## config.mk

```make
export PLATFORM = sky130hd
export DESIGN_NAME = rst_seq
export DESIGN_NICKNAME = d
export VERILOG_FILES = /design/src/rtl/rst_seq.sv
export SDC_FILE = /design/constraint.sdc
export NUM_CORES = 1
export LEC_CHECK = 0
export BUFFER_PORTS_ARGS = -buffer_cell sky130_fd_sc_hd__buf_2
export CORE_MARGIN = 5
export CORE_UTILIZATION = 59
export CTS_CLUSTER_DIAMETER = 150
export DETAILED_ROUTE_END_ITERATION = 8
export GPL_TIMING_DRIVEN = 0
export PLACE_DENSITY = 0.78
export SETUP_SLACK_MARGIN = 0.2
export SYNTH_ARGS = -nofsm -noshare
export SYNTH_HDL_FRONTEND = slang
export SYNTH_SLANG_ARGS = --single-unit
```

## constraint.sdc

```tcl
create_clock -name clk -period 5.25 [get_ports clk]
set_input_delay 0.2625 -clock clk [delete_from_list [all_inputs] [get_ports clk]]
set_output_delay 0.2625 -clock clk [all_outputs]
set_load 0.1 [all_outputs]
```

## src/rtl/rst_seq.sv

```systemverilog
// Staged reset sequencer: holds NUM_STAGES resets until the PLL lock has been stable,
// then releases them in order (stage 0 first). Re-sequences on lock loss or software request.
module rst_seq #(
  parameter int NUM_STAGES   = 3,
  parameter int LOCK_STABLE  = 8,
  parameter int STAGE_DELAY  = 4,
  parameter int LOCK_TIMEOUT = 1000
) (
  input  logic                  clk,
  input  logic                  s_reset,
  input  logic                  pll_locked,
  input  logic                  sw_reset_req,
  output logic [NUM_STAGES-1:0] rst_out,
  output logic                  seq_done,
  output logic                  lock_fail
);

  localparam int CNT_MAX = (LOCK_STABLE > STAGE_DELAY) ? LOCK_STABLE : STAGE_DELAY;
  localparam int CW      = $clog2(CNT_MAX + 1);
  localparam int TW      = $clog2(LOCK_TIMEOUT + 1);
  localparam int IW      = $clog2(NUM_STAGES + 1);

  localparam logic [CW-1:0] STABLE_LAST = CW'(LOCK_STABLE - 1);
  localparam logic [CW-1:0] DELAY_LAST  = CW'(STAGE_DELAY - 1);
  localparam logic [TW-1:0] TMO_LAST    = TW'(LOCK_TIMEOUT - 1);
  localparam logic [TW-1:0] TMO_SAT     = TW'(LOCK_TIMEOUT);
  localparam logic [IW-1:0] IDX_LAST    = IW'(NUM_STAGES - 1);

  typedef enum logic [1:0] {
    WAIT_LOCK = 2'd0,
    STABLE    = 2'd1,
    RELEASE   = 2'd2,
    DONE      = 2'd3
  } state_t;

  state_t                  state, state_nxt;
  logic [CW-1:0]           cnt, cnt_nxt;
  logic [TW-1:0]           tmo_cnt, tmo_nxt, tmo_inc;
  logic [IW-1:0]           idx, idx_nxt;
  logic [NUM_STAGES-1:0]   rst_out_nxt;
  logic                    seq_done_nxt;
  logic                    lock_fail_nxt;

  assign tmo_inc = (tmo_cnt == TMO_SAT) ? tmo_cnt : tmo_cnt + TW'(1);

  always_comb begin
    // NOTE: every signal gets a default first so no path leaves it unassigned (no latches).
    state_nxt     = state;
    cnt_nxt       = cnt;
    tmo_nxt       = tmo_cnt;
    idx_nxt       = idx;
    rst_out_nxt   = rst_out;
    seq_done_nxt  = seq_done;
    lock_fail_nxt = lock_fail;

    if (state == WAIT_LOCK) begin
      rst_out_nxt  = '1;
      seq_done_nxt = 1'b0;
      if (pll_locked) begin
        state_nxt = STABLE;
        cnt_nxt   = '0;
        tmo_nxt   = '0;
      end else begin
        tmo_nxt = tmo_inc;
        if (tmo_inc >= TMO_LAST) lock_fail_nxt = 1'b1;
      end
    end else if (!pll_locked) begin
      // Lock loss outranks a software request arriving in the same cycle.
      state_nxt    = WAIT_LOCK;
      rst_out_nxt  = '1;
      seq_done_nxt = 1'b0;
      cnt_nxt      = '0;
      idx_nxt      = '0;
      tmo_nxt      = '0;
    end else if (sw_reset_req) begin
      state_nxt    = STABLE;
      rst_out_nxt  = '1;
      seq_done_nxt = 1'b0;
      cnt_nxt      = '0;
      idx_nxt      = '0;
    end else begin
      case (state)
        STABLE: begin
          if (cnt == STABLE_LAST) begin
            state_nxt = RELEASE;
            cnt_nxt   = '0;
            idx_nxt   = '0;
          end else begin
            cnt_nxt = cnt + CW'(1);
          end
        end
        RELEASE: begin
          if (cnt == DELAY_LAST) begin
            cnt_nxt = '0;
            // Shifting zeros in from the LSB clears stages strictly in index order.
            rst_out_nxt = rst_out << 1;
            idx_nxt     = idx + IW'(1);
            if (idx == IDX_LAST) begin
              state_nxt    = DONE;
              seq_done_nxt = 1'b1;
            end
          end else begin
            cnt_nxt = cnt + CW'(1);
          end
        end
        default: begin
          rst_out_nxt  = '0;
          seq_done_nxt = 1'b1;
        end
      endcase
    end
  end

  // NOTE: sequential state uses non-blocking assignments so all registers update together.
  always_ff @(posedge clk) begin
    if (s_reset) begin
      state     <= WAIT_LOCK;
      cnt       <= '0;
      tmo_cnt   <= '0;
      idx       <= '0;
      rst_out   <= '1;
      seq_done  <= 1'b0;
      lock_fail <= 1'b0;
    end else begin
      state     <= state_nxt;
      cnt       <= cnt_nxt;
      tmo_cnt   <= tmo_nxt;
      idx       <= idx_nxt;
      rst_out   <= rst_out_nxt;
      seq_done  <= seq_done_nxt;
      lock_fail <= lock_fail_nxt;
    end
  end

endmodule

```

* Yosys cells after proc, flatten, opt, wreduce, memory -nomap -nowiden
Cells that the tools add are included.
Operators by class: add/subtract/negate cells 3, order comparisons 1, equal/unequal tests 17, mux-type cells 29, bitwise logic cells 3, reduce and logical (&&, ||, !) cells 8
Operators with widths (number):
- $mux 10 | 4
- $mux 4 | 6
- $mux 2 | 11
- $ne 5x5->1 const B | 3
- $add 10x1->10 const B | 1
- $eq 10x10->1 const B | 1
- $ge 10x10->1 const B | 1
- $ne 4x4->1 const B | 2
- $pmux 2 s2 | 2
- $pmux 4 s2 | 1
- $ne 2x2->1 const B | 3
- $pmux 3 s2 | 1
- $reduce_and 3->1 | 2
- $ne 5x1->1 const B | 1
- $reduce_and 5->1 | 1
- $add 4x1->4 const B | 1
- $eq 2x2->1 const B | 2
- $eq 4x2->1 const B | 1
- $eq 4x3->1 const B | 1
- $ne 4x1->1 const B | 1
- $reduce_and 2->1 | 2
- $reduce_and 4->1 | 1
- $reduce_or 4->1 | 1
- $mux 3 | 1
- other kinds (7) | 10
Storage, ports and cells: register bits after elaboration 23, input port bits 4

* Longest topological paths before layout
Gate-level depths: netlist (run 1).
depth in word-level cells 7, mapped depth 8

* Worst setup path after synthesis (run 1)
OpenSTA, ideal clock, no wires.
path type reg-to-reg, start register cnt[0], end register idx[0], library setup time 68 ps, arrival 1892 ps, required time 5182 ps, setup slack 3290 ps, cell stages (with the launch flop) 7, buffers on the path 0, clock period less this slack 1960 ps, cell sequence dfxtp_1 -> ha_1 -> or3b_4 -> a21bo_1 -> a211o_1 -> or3_1 -> a21oi_2
On the way: longest elaborated chain between the ends 3, elaborated cells between the ends (all ways) 5, classes of those cells eq/ne: 4; reduce/logical: 1
Ends and longest elaborated chain:
- from (decl) | line 37 | logic [CW-1:0] cnt, cnt_nxt;
- from (signal assigned) | line 126 | cnt <= cnt_nxt;
- $eq 4x2->1 or $eq 4x3->1 (tied branches) | line 93, 84
- $ne 4x4->1 (no source line)
- $reduce_and 4->1 (no source line) *
- to (signal assigned) | line 128 | idx <= idx_nxt;
- to (decl) | line 39 | logic [IW-1:0] idx, idx_nxt;
Every way passes the cells marked *; elsewhere a longest branch is shown, timed or not. A chain may end at the register's enable or synchronous reset.

* Worst setup path after layout (run 1)
start register state[1], end register state[1]
On the way: longest elaborated chain between the ends 5, elaborated cells between the ends (all ways) 13, classes of those cells eq/ne: 7; mux: 4; reduce/logical: 2
Ends and longest elaborated chain:
- from (decl) | line 36 | state_t state, state_nxt;
- from (signal assigned) | line 125 | state <= state_nxt;
- $eq 2x2->1 or $eq 2x1->1 (tied branches) | line 82 | case (state)
- $pmux 2 s2 | line 82
- $mux 2 | line 75 | end else if (sw_reset_req) begin
- $mux 2 | line 67 | end else if (!pll_locked) begin
- $mux 2 | line 56 | if (state == WAIT_LOCK) begin
Several ways; a longest one is shown, not always the timed one.

==> results.txt, run 1 <==
- Run status: completed
* Shortest clock period the worst path allows after layout: 2.21 ns
- The die covers 3330 um2.
* Final total power: 0.333 mW
- Of the total power, the clock network draws 0.242.
- CP required: 5.43 ns
* Total leakage power: 0.558 nW
* Ports placed on the boundary: 9
- In the global route stage, overall resource usage came out at 0.170.
* Combinational fraction of design power: 0.208
- Switching Power: 0.102 mW
- Number of maximum-capacitance constraint violations: 0
- Number of cells traversed by the worst register-to-register path: 8
- Register area share after synthesis: 0.342
- Class of the most critical hold timing path: input port to register
* Root Buffer Master: sky130_fd_sc_hd__clkbuf_4
* Count of H-tree levels built during CTS: 1
* Final Setup Violations: 0
* Register area: 460 um2
- Main flop type after synthesis: sky130_fd_sc_hd__dfxtp_1
* Synthesized flop and latch total: 23
- Total number of vias: 1192
* Row count: 17
- Global-route wire length before repair: 4.67 mm
- Setup repair after global routing left no endpoint under its margin.
* Peak ir drop on the vdd network: 0.000144 V
- Share of flip-flops with an asynchronous set or reset: 0
* Total setup buffers inserted after CTS: 0
- Of the total power, the share spent switching nets is 0.306.
- Iteration count of the initial detailed-routing pass: 4
* Largest net degree at the start of global routing: 14
* Vertical die dimension: 57.7 um
- Number of clock buffers inserted by TritonCTS: 3
* Minimum setup slack after placement: 3.05 ns
* Rel. slew slack: 0.566
* Signed area change from the synthesized netlist to the final layout: 7.63%
* Top library cells by usage in the layout, fill and taps aside: 23 x sky130_fd_sc_hd__dfxtp_1, 20 x sky130_fd_sc_hd__nor2_1, 13 x sky130_fd_sc_hd__nand2_1
- TritonCTS built the clock tree.
* Half-perimeter wire length of the detailed placement result: 2.05 mm
- After clock tree synthesis, the clock-pin slew on the worst setup and hold paths is 0.13 ns.
- After synthesis, the mean cell area works out to 8.10 um2.
* Slew @ Worst Pin: 0.643 ns
* Fill cell count: 207
- For this run, design rule violations remaining after detail routing come to 0.
* Net total in the final layout: 191
- Sum of negative setup slack: 0 ns
- Relative contribution of sequential cells to total power: 0.550
- Number of nets still failing antenna checks after routing: 0
* Maximum fanout count along the critical path: 10
- Internal power component: 0.231 mW
- In the final layout, the share of cells above drive strength 1 is 0.135.
* Hold endpoint: lock_fail
* Share of the clock period used by the worst path after layout: 0.421
* # diodes: 0
- Clock tree synthesis found a total of 23 sinks.
* Number of global-route vias before repair: 1209
* Worst R2R End: state[1]
- Synthesized instance count: 166
- In this run the tool buffered the top-level ports with 8 buffer cells.
* Weighted congestion reported at the end of routability-driven placement: 0.854
* Critical Path Start Type: register
- Counting flops with a built-in enable in the synthesized netlist gives 0.
- Power Dens Cells: 230 nW/um2
* Commonest non-fill, non-tap cell in the layout: sky130_fd_sc_hd__dfxtp_1
- Count of instances resized after the clock tree is built: 0
* Data arrival time of the worst path: 2.39 ns
- The number of antenna violations at the first check in global routing is 0.
- During synthesis, Yosys emitted a total of 0 warnings.
- Top achievable clock speed: 452 MHz
* Setup CP Type: register to register
- Number of max-slew violations in the final report: 0
- The startpoint identified for the worst register-to-register timing path is state[1].
- In this run the cell area of the synthesized design comes to 1350 um2.
- Max Root-Sink Buffers: 2
- Number of DRC markers after the initial detailed-route iteration: 15
- On the final layout, the worst clock skew is 0.0109 ns.
- At the later pin of the worst-skew pair, clock insertion delay measures 0.31 ns.
* Setup slack, reg-to-reg: 3.04 ns
* Core Area: 2190 um2
* Die Wd: 57.7 um
- Initial Util: 0.614
- Remaining Overflow, GRT: 0
- Hold timing on the final database bottoms out at a slack of 0.251 ns.
- Worst-case setup margin in the final layout: 3.04 ns
* Number of buffers added to fix hold violations after cts: 0
- DR WL/cell: 12.9 um
- Final Hold Fails: 0
- Vias per cell: 5.79
- The multi-input combinational cells in the finished layout cover a total of 801 um2.
* Depth of the worst hold-timing path: 3
- Hold Path Origin: s_reset
- The number of nets handed over by synthesis was 178.
- The worst setup path is captured at a register.
* Wire length after detailed routing: 2.66 mm
- After synthesis, the netlist uses 46 different library cells.
## cells by family (layout without fill, tap and decap cells)
kind of cell | Yosys count | count (layout) | synth area share
flip-flops | 23 | 23 | 0.342
AO/OA/AOI/OAI | 42 | 42 | 0.212
buffers and inverters | 18 | 30 | 0.0623
XOR/XNOR | 6 | 6 | 0.0391
multiplexers | 1 | 1 | 0.00744
adder cells (fa/ha/maj) | 8 | 8 | 0.0744
AND/OR/NAND/NOR | 68 | 68 | 0.262
## critical path, cell delays in order, from the launching register on
cell                       delay (ns)
sky130_fd_sc_hd__dfxtp_1         0.39
sky130_fd_sc_hd__inv_1           0.08
sky130_fd_sc_hd__ha_1            0.25
sky130_fd_sc_hd__nand2b_1        0.16
sky130_fd_sc_hd__buf_2           0.17
sky130_fd_sc_hd__o41ai_2         0.54
sky130_fd_sc_hd__a311o_1         0.26
sky130_fd_sc_hd__mux2i_1         0.20
sky130_fd_sc_hd__nor2_1          0.05
## registers in the layout, summed over array words and instances, names as in the netlist
signal     count
seq_done       1
idx            2
rst_out        3
tmo_cnt       10
state          2
lock_fail      1
cnt            4
## worst max path at each step
stage / cells after the start / end / startpoint / slack [ns]
2_1_floorplan: 6 / idx[0] / cnt[0] / 3.29
3_3_place_gp: 8 / state[1] / state[1] / 3.09
3_5_place_dp: 8 / state[1] / state[1] / 3.05
4_1_cts: 8 / state[1] / state[1] / 3.02
5_1_grt: 8 / state[1] / state[0] / 2.87
6_report: 8 / state[1] / state[1] / 3.04
## routing by layer
layer,track usage,share of wire
met1,0.182,0.45
met5,0,0
met4,0.0563,0.0045
met3,0.0200,0.021
met2,0.337,0.52
## layout make-up
cell class | instances | share of cell area
timing repair buffer | 8 | 0.0277
tap | 28 | 0.0242
clock buffer | 3 | 0.0156
inverter | 9 | 0.0233
buffer | 9 | 0.0346
clock inverter | 1 | 0.00346
sequential | 23 | 0.318
multi-input combinational | 125 | 0.553
## stage by stage
stage,cell area (um2),cells,utilization
after floorplan,1350,166,-
after global placement,1420,202,0.648
after detailed placement,1420,202,0.648
after CTS,1450,206,0.661
after global routing,1450,206,0.661
final,1450,206,0.661
## synthesized netlist by cell type, types with 2 or more instances
cell type	count	area, um2
sky130_fd_sc_hd__nor4_1	3	18.8
sky130_fd_sc_hd__nand3b_1	3	22.5
sky130_fd_sc_hd__or3_1	3	18.8
sky130_fd_sc_hd__xnor2_1	3	26.3
sky130_fd_sc_hd__inv_1	9	33.8
sky130_fd_sc_hd__a22oi_1	4	30.0
sky130_fd_sc_hd__buf_2	2	10.0
sky130_fd_sc_hd__a21oi_2	2	17.5
sky130_fd_sc_hd__nand2_1	13	48.8
sky130_fd_sc_hd__dfxtp_1	23	460
sky130_fd_sc_hd__clkbuf_2	2	10.0
sky130_fd_sc_hd__and3_1	3	18.8
sky130_fd_sc_hd__ha_1	8	100
sky130_fd_sc_hd__nor2_1	20	75.1
sky130_fd_sc_hd__nor2b_1	3	18.8
sky130_fd_sc_hd__a221o_1	2	20.0
sky130_fd_sc_hd__a31oi_1	3	18.8
sky130_fd_sc_hd__xor2_1	3	26.3
sky130_fd_sc_hd__nand4_1	3	18.8
sky130_fd_sc_hd__nand3_1	3	15.0
sky130_fd_sc_hd__clkbuf_1	2	7.51
sky130_fd_sc_hd__nand2b_1	3	18.8
sky130_fd_sc_hd__nor3_1	4	20.0
sky130_fd_sc_hd__a21oi_1	11	55.1
sky130_fd_sc_hd__o21ai_0	10	50.1
## power by group through the flow
stage | logic [mW] | clock network (mW) | registers (mW)
4_1_cts | 0.0697 | 0.0844 | 0.183
2_1_floorplan | 0.0473 | 0 | 0.194
3_3_place_gp | 0.0679 | 0 | 0.187
5_1_grt | 0.0767 | 0.0929 | 0.184
6_report | 0.0693 | 0.0807 | 0.183
3_5_place_dp | 0.0692 | 0 | 0.187
No activity file was read; power rests on OpenSTA's default activity.
==> run 2, diff against run 1 <==
- ABC_AREA: default -> 1
- clock period: 5.25 -> 2.3 ns (I/O delays scaled with it)
==> run 2 against run 1 <==
- sequential power grew 130%
- synthesized area grew 5.3%
- register-to-register slack lost 2.5 ns
- count of clock-buffer cells in the layout is the same
- cell count grew 21%
- core utilization grew 1.1 points
- first-iteration DRC count grew to 3.0 times the previous value
- synthesized cell count grew 27%
- design area grew 4.6%
- wire length grew 9.8%
- via count grew 12%
- largest cell class unchanged
==> results.txt, run 2 <==
- CTS tree: yes
- Critical Path Sink Type: register
- The final setup skew was 0.00791 ns (-0.00303 ns).
- The root buffer cell chosen for the clock tree is sky130_fd_sc_hd__clkbuf_4.
* Number of enable flip-flop cells after synthesis: 0 (unchanged)
- Setup repair after global routing left no endpoint under its margin.
- The average wire length per cell after detail routing came to 11.7 um (-9.1%).
- The depth of the CTS H-tree is 1 (unchanged).
- Worst-Skew Late Latency: 0.32 ns (about the same)
* Critical Path Start Type: register
- The buffers inserted during post-CTS setup optimization is 0 (unchanged).
- The clock network fraction of total power is 0.249 (+0.007).
- Slew @ Worst Pin: 0.538 ns (-0.106 ns)
- Number of buffers added to fix hold violations after cts: 0 (unchanged)
- Peak ir drop on the vdd network: 0.000389 V (+170%)
- In this run the critical register-to-register path is launched from state[1].
- The share of the yosys chip area belonging to registers was 0.325 (-0.0172).
- The critical-path maximum fanout is 10 (unchanged).
* Number of global-route vias before repair: 1273 (+5.3%)
* Number of maximum-capacitance constraint violations: 0 (unchanged)
- The height of the die is 59.0 um (+2.2%).
* Final Setup Violations: 0 (unchanged)
- The power per standard cell area came to 517 nW/um2 (+120%).
- Number of max-slew violations in the final report: 0 (unchanged)
* # diodes: 0 (unchanged)
- Cell count after placement: 245 (+21%)
- Post-route non-filler standard cell count: 249 (+21%)
- Data arrival time of the worst path: 1.95 ns (-0.44 ns)
- The worst setup slack for register-to-register paths is 0.59 ns (-2.45 ns).
* Number of DRC markers after the initial detailed-route iteration: 45 (+30)
* Ports placed on the boundary: 9 (unchanged)
- CP required: 2.53 ns (-2.90 ns)
- Total number of vias: 1339 (+12%)
* Synthesized flop and latch total: 23 (unchanged)
- The fraction of synthesized cell area taken by the top area cell type was 0.325 (-0.0172).
* Main flop type after synthesis: sky130_fd_sc_hd__dfxtp_1
* Fraction of final layout cells with drive strength greater than 1: 0.154 (+0.0190)
- The count of input and output buffers is 7 (-1).
- Run status: completed
- The post-cts resize count came to 0 (unchanged).
* Number of clock buffers inserted by TritonCTS: 3 (unchanged)
- The switching part of the total is 0.332 (+0.0267).
* Combinational fraction of design power: 0.214 (+0.006)
- More flip-flops sit in one register than any other, and that register is tmo_cnt.
- The synthesized netlist cell count came to 210 (+27%).
- The number of antenna violations at the first check in global routing came to 0 (unchanged).
- Clock sinks: 23 (unchanged)
* Class of the most critical hold timing path: input port to register
- Net total in the final layout: 234 (+23%)
* Initial Util: 0.628 (+0.0143)
* Detailed-route DRC error count: 0 (unchanged)
- The library cell used most frequently in the layout, excluding fill and tap cells, is sky130_fd_sc_hd__nand2_1.
- The total leakage power came to 0.606 nW (+8.7%).
- The placer's final routability congestion estimate was 0.861 (+0.91%).
- The async set or reset register ratio after synthesis was 0 (unchanged).
* Most frequently used cell type in the post-synthesis netlist: sky130_fd_sc_hd__nand2_1
- Final Hold Fails: 0 (unchanged)
* Leading cell types by total area after synthesis: sky130_fd_sc_hd__dfxtp_1 33%, sky130_fd_sc_hd__nand2_1 14%, sky130_fd_sc_hd__a21oi_1 7.8%
* Top achievable clock speed: 583 MHz (+29%)
- Row count: 17 (unchanged)
- Number of nets still failing antenna checks after routing: 0 (unchanged)
* Internal power component: 0.522 mW (+130%)
- Top library cells by usage in the layout, fill and taps aside: 52 x sky130_fd_sc_hd__nand2_1, 26 x sky130_fd_sc_hd__inv_1, 23 x sky130_fd_sc_hd__dfxtp_1
* Dominant cell type by area after synthesis: sky130_fd_sc_hd__dfxtp_1
* Die Area: 3480 um2 (+4.4%)
* Top Registers: tmo_cnt: 10 flops, cnt: 4 flops, rst_out: 3 flops
- Signed area change from the synthesized netlist to the final layout: 6.89%
- Worst R2R End: state[0]
- Number of cells traversed by the worst register-to-register path: 11 (+3)
* Clock-pin slew on the worst setup and hold paths: 0.14 ns (about the same)
- Synthesized netlist net count: 222 (+25%)
* Rel. slew slack: 0.642 (+0.0751)
* Sum of negative setup slack: 0 ns (unchanged)
- Vias per cell: 5.38 (-7.1%)
- The detailed-placement wirelength estimate is 2.26 mm (+9.8%).
- Synth warnings: 0 (unchanged)
- The overall track demand over capacity in global routing was 0.196 (+0.0263).
* Switching Power: 0.260 mW (+160%)
* Max FFs per register: 10 (unchanged)
- Remaining Overflow, GRT: 0 (unchanged)
- The clock tree buffer depth came to 2 (unchanged).
- Core Area: 2250 um2 (+2.9%)
- The power share of the sequential group is 0.537 (-0.013).
- Post-synthesis instance area: 1420 um2 (+5.3%)
- Setup CP Type: register to register
- Global-route wire length before repair: 5.38 mm (+15%)
- The number of distinct standard cells referenced by the synthesized netlist is 27 (-41%).
- Shortest clock period the worst path allows after layout: 1.71 ns (-0.497 ns)
* CP startpoint: state[1]
* Wire length after detailed routing: 2.92 mm (+9.8%)
- Share of the clock period used by the worst path after layout: 0.745 (+0.324)
- Largest net degree at the start of global routing: 14 (unchanged)
- The most critical setup path has its endpoint at state[0].
- The floorplan die width was 59.0 um (+2.2%).
- Leading post-synthesis cells by instance count: 52 x sky130_fd_sc_hd__nand2_1, 26 x sky130_fd_sc_hd__inv_1, 23 x sky130_fd_sc_hd__dfxtp_1
* Iteration count of the initial detailed-routing pass: 4 (unchanged)
- The average instance area after synthesis came to 6.74 um2 (-17%).
run 2: cell count changes after synthesis, sizes merged, moves of 4 or more:
| cell | change |
|---|---|
| a21oi | +10 |
| a22oi | -4 |
| buf | -4 |
| inv | +23 |
| nand2 | +43 |
| nand3 | +19 |
run 2: worst min path at each step:
stage	start	endpoint	cells past startpoint
6_report	pll_locked	tmo_cnt[9]	4
3_3_place_gp	lock_fail	lock_fail	2
2_1_floorplan	pll_locked	tmo_cnt[1]	3
4_1_cts	pll_locked	tmo_cnt[1]	4
3_5_place_dp	seq_done	seq_done	1
5_1_grt	pll_locked	tmo_cnt[4]	4
run 2: stage by stage:
step / power [mW] / utilization / instance area (um2) / hold slack (ns) / worst slack [ns]
floorplan: 0.560 / - / 1420 / 0.317 / 0.858
global placement: 0.590 / 0.659 / 1490 / 0.438 / 0.658
detailed placement: 0.596 / 0.659 / 1490 / 0.449 / 0.619
CTS: 0.789 / 0.671 / 1510 / 0.158 / 0.595
global route: 0.833 / 0.671 / 1510 / 0.168 / 0.411
finish: 0.782 / 0.671 / 1510 / 0.171 / 0.586
run 2: kinds of logic (layout without fill, tap and decap cells):
group | count (synthesis) | count (layout) | share of synthesized area
simple gates | 107 | 107 | 0.348
buf+inv | 36 | 47 | 0.0998
compound gates | 34 | 34 | 0.144
flops | 23 | 23 | 0.325
fa+ha+maj | 8 | 8 | 0.0707
xor+xnor | 2 | 2 | 0.0124
run 2: power groups by stage:
stage / Combinational (mW) / Sequential, mW / Clock, mW
2_1_floorplan: 0.115 / 0.445 / 0
3_3_place_gp: 0.161 / 0.429 / 0
3_5_place_dp: 0.167 / 0.429 / 0
4_1_cts: 0.168 / 0.420 / 0.201
5_1_grt: 0.188 / 0.423 / 0.223
6_report: 0.167 / 0.420 / 0.195
run 2: layout make-up:
type,instances,area (um2)
plain buffers,3,12.5
clock buffers,3,22.5
clock inverters,1,5.00
fillers,208,741
inverters,33,129
multi-input cells,151,815
flip-flops and latches,23,460
well taps,28,35.0
repair buffers,7,35.0
run 2: routing by layer:
metal  track usage  wire length, um  vias to the layer above
li1              -                -                      696
met1         0.269             1410                      605
met2         0.317             1320                       33
met3        0.0261              159                        5
met4        0.0647               36                        0
met5             0                0                        -
run 2: worst max-delay path, stage by stage, from the launching register on:
cell	delay, ns
sky130_fd_sc_hd__dfxtp_1	0.36
sky130_fd_sc_hd__inv_1	0.09
sky130_fd_sc_hd__ha_1	0.29
sky130_fd_sc_hd__inv_2	0.09
sky130_fd_sc_hd__nor2_4	0.28
sky130_fd_sc_hd__inv_4	0.07
sky130_fd_sc_hd__o21ai_4	0.11
sky130_fd_sc_hd__inv_4	0.08
sky130_fd_sc_hd__nand3_2	0.09
sky130_fd_sc_hd__nand2_1	0.05
sky130_fd_sc_hd__nand2_1	0.07
sky130_fd_sc_hd__nor2_2	0.04
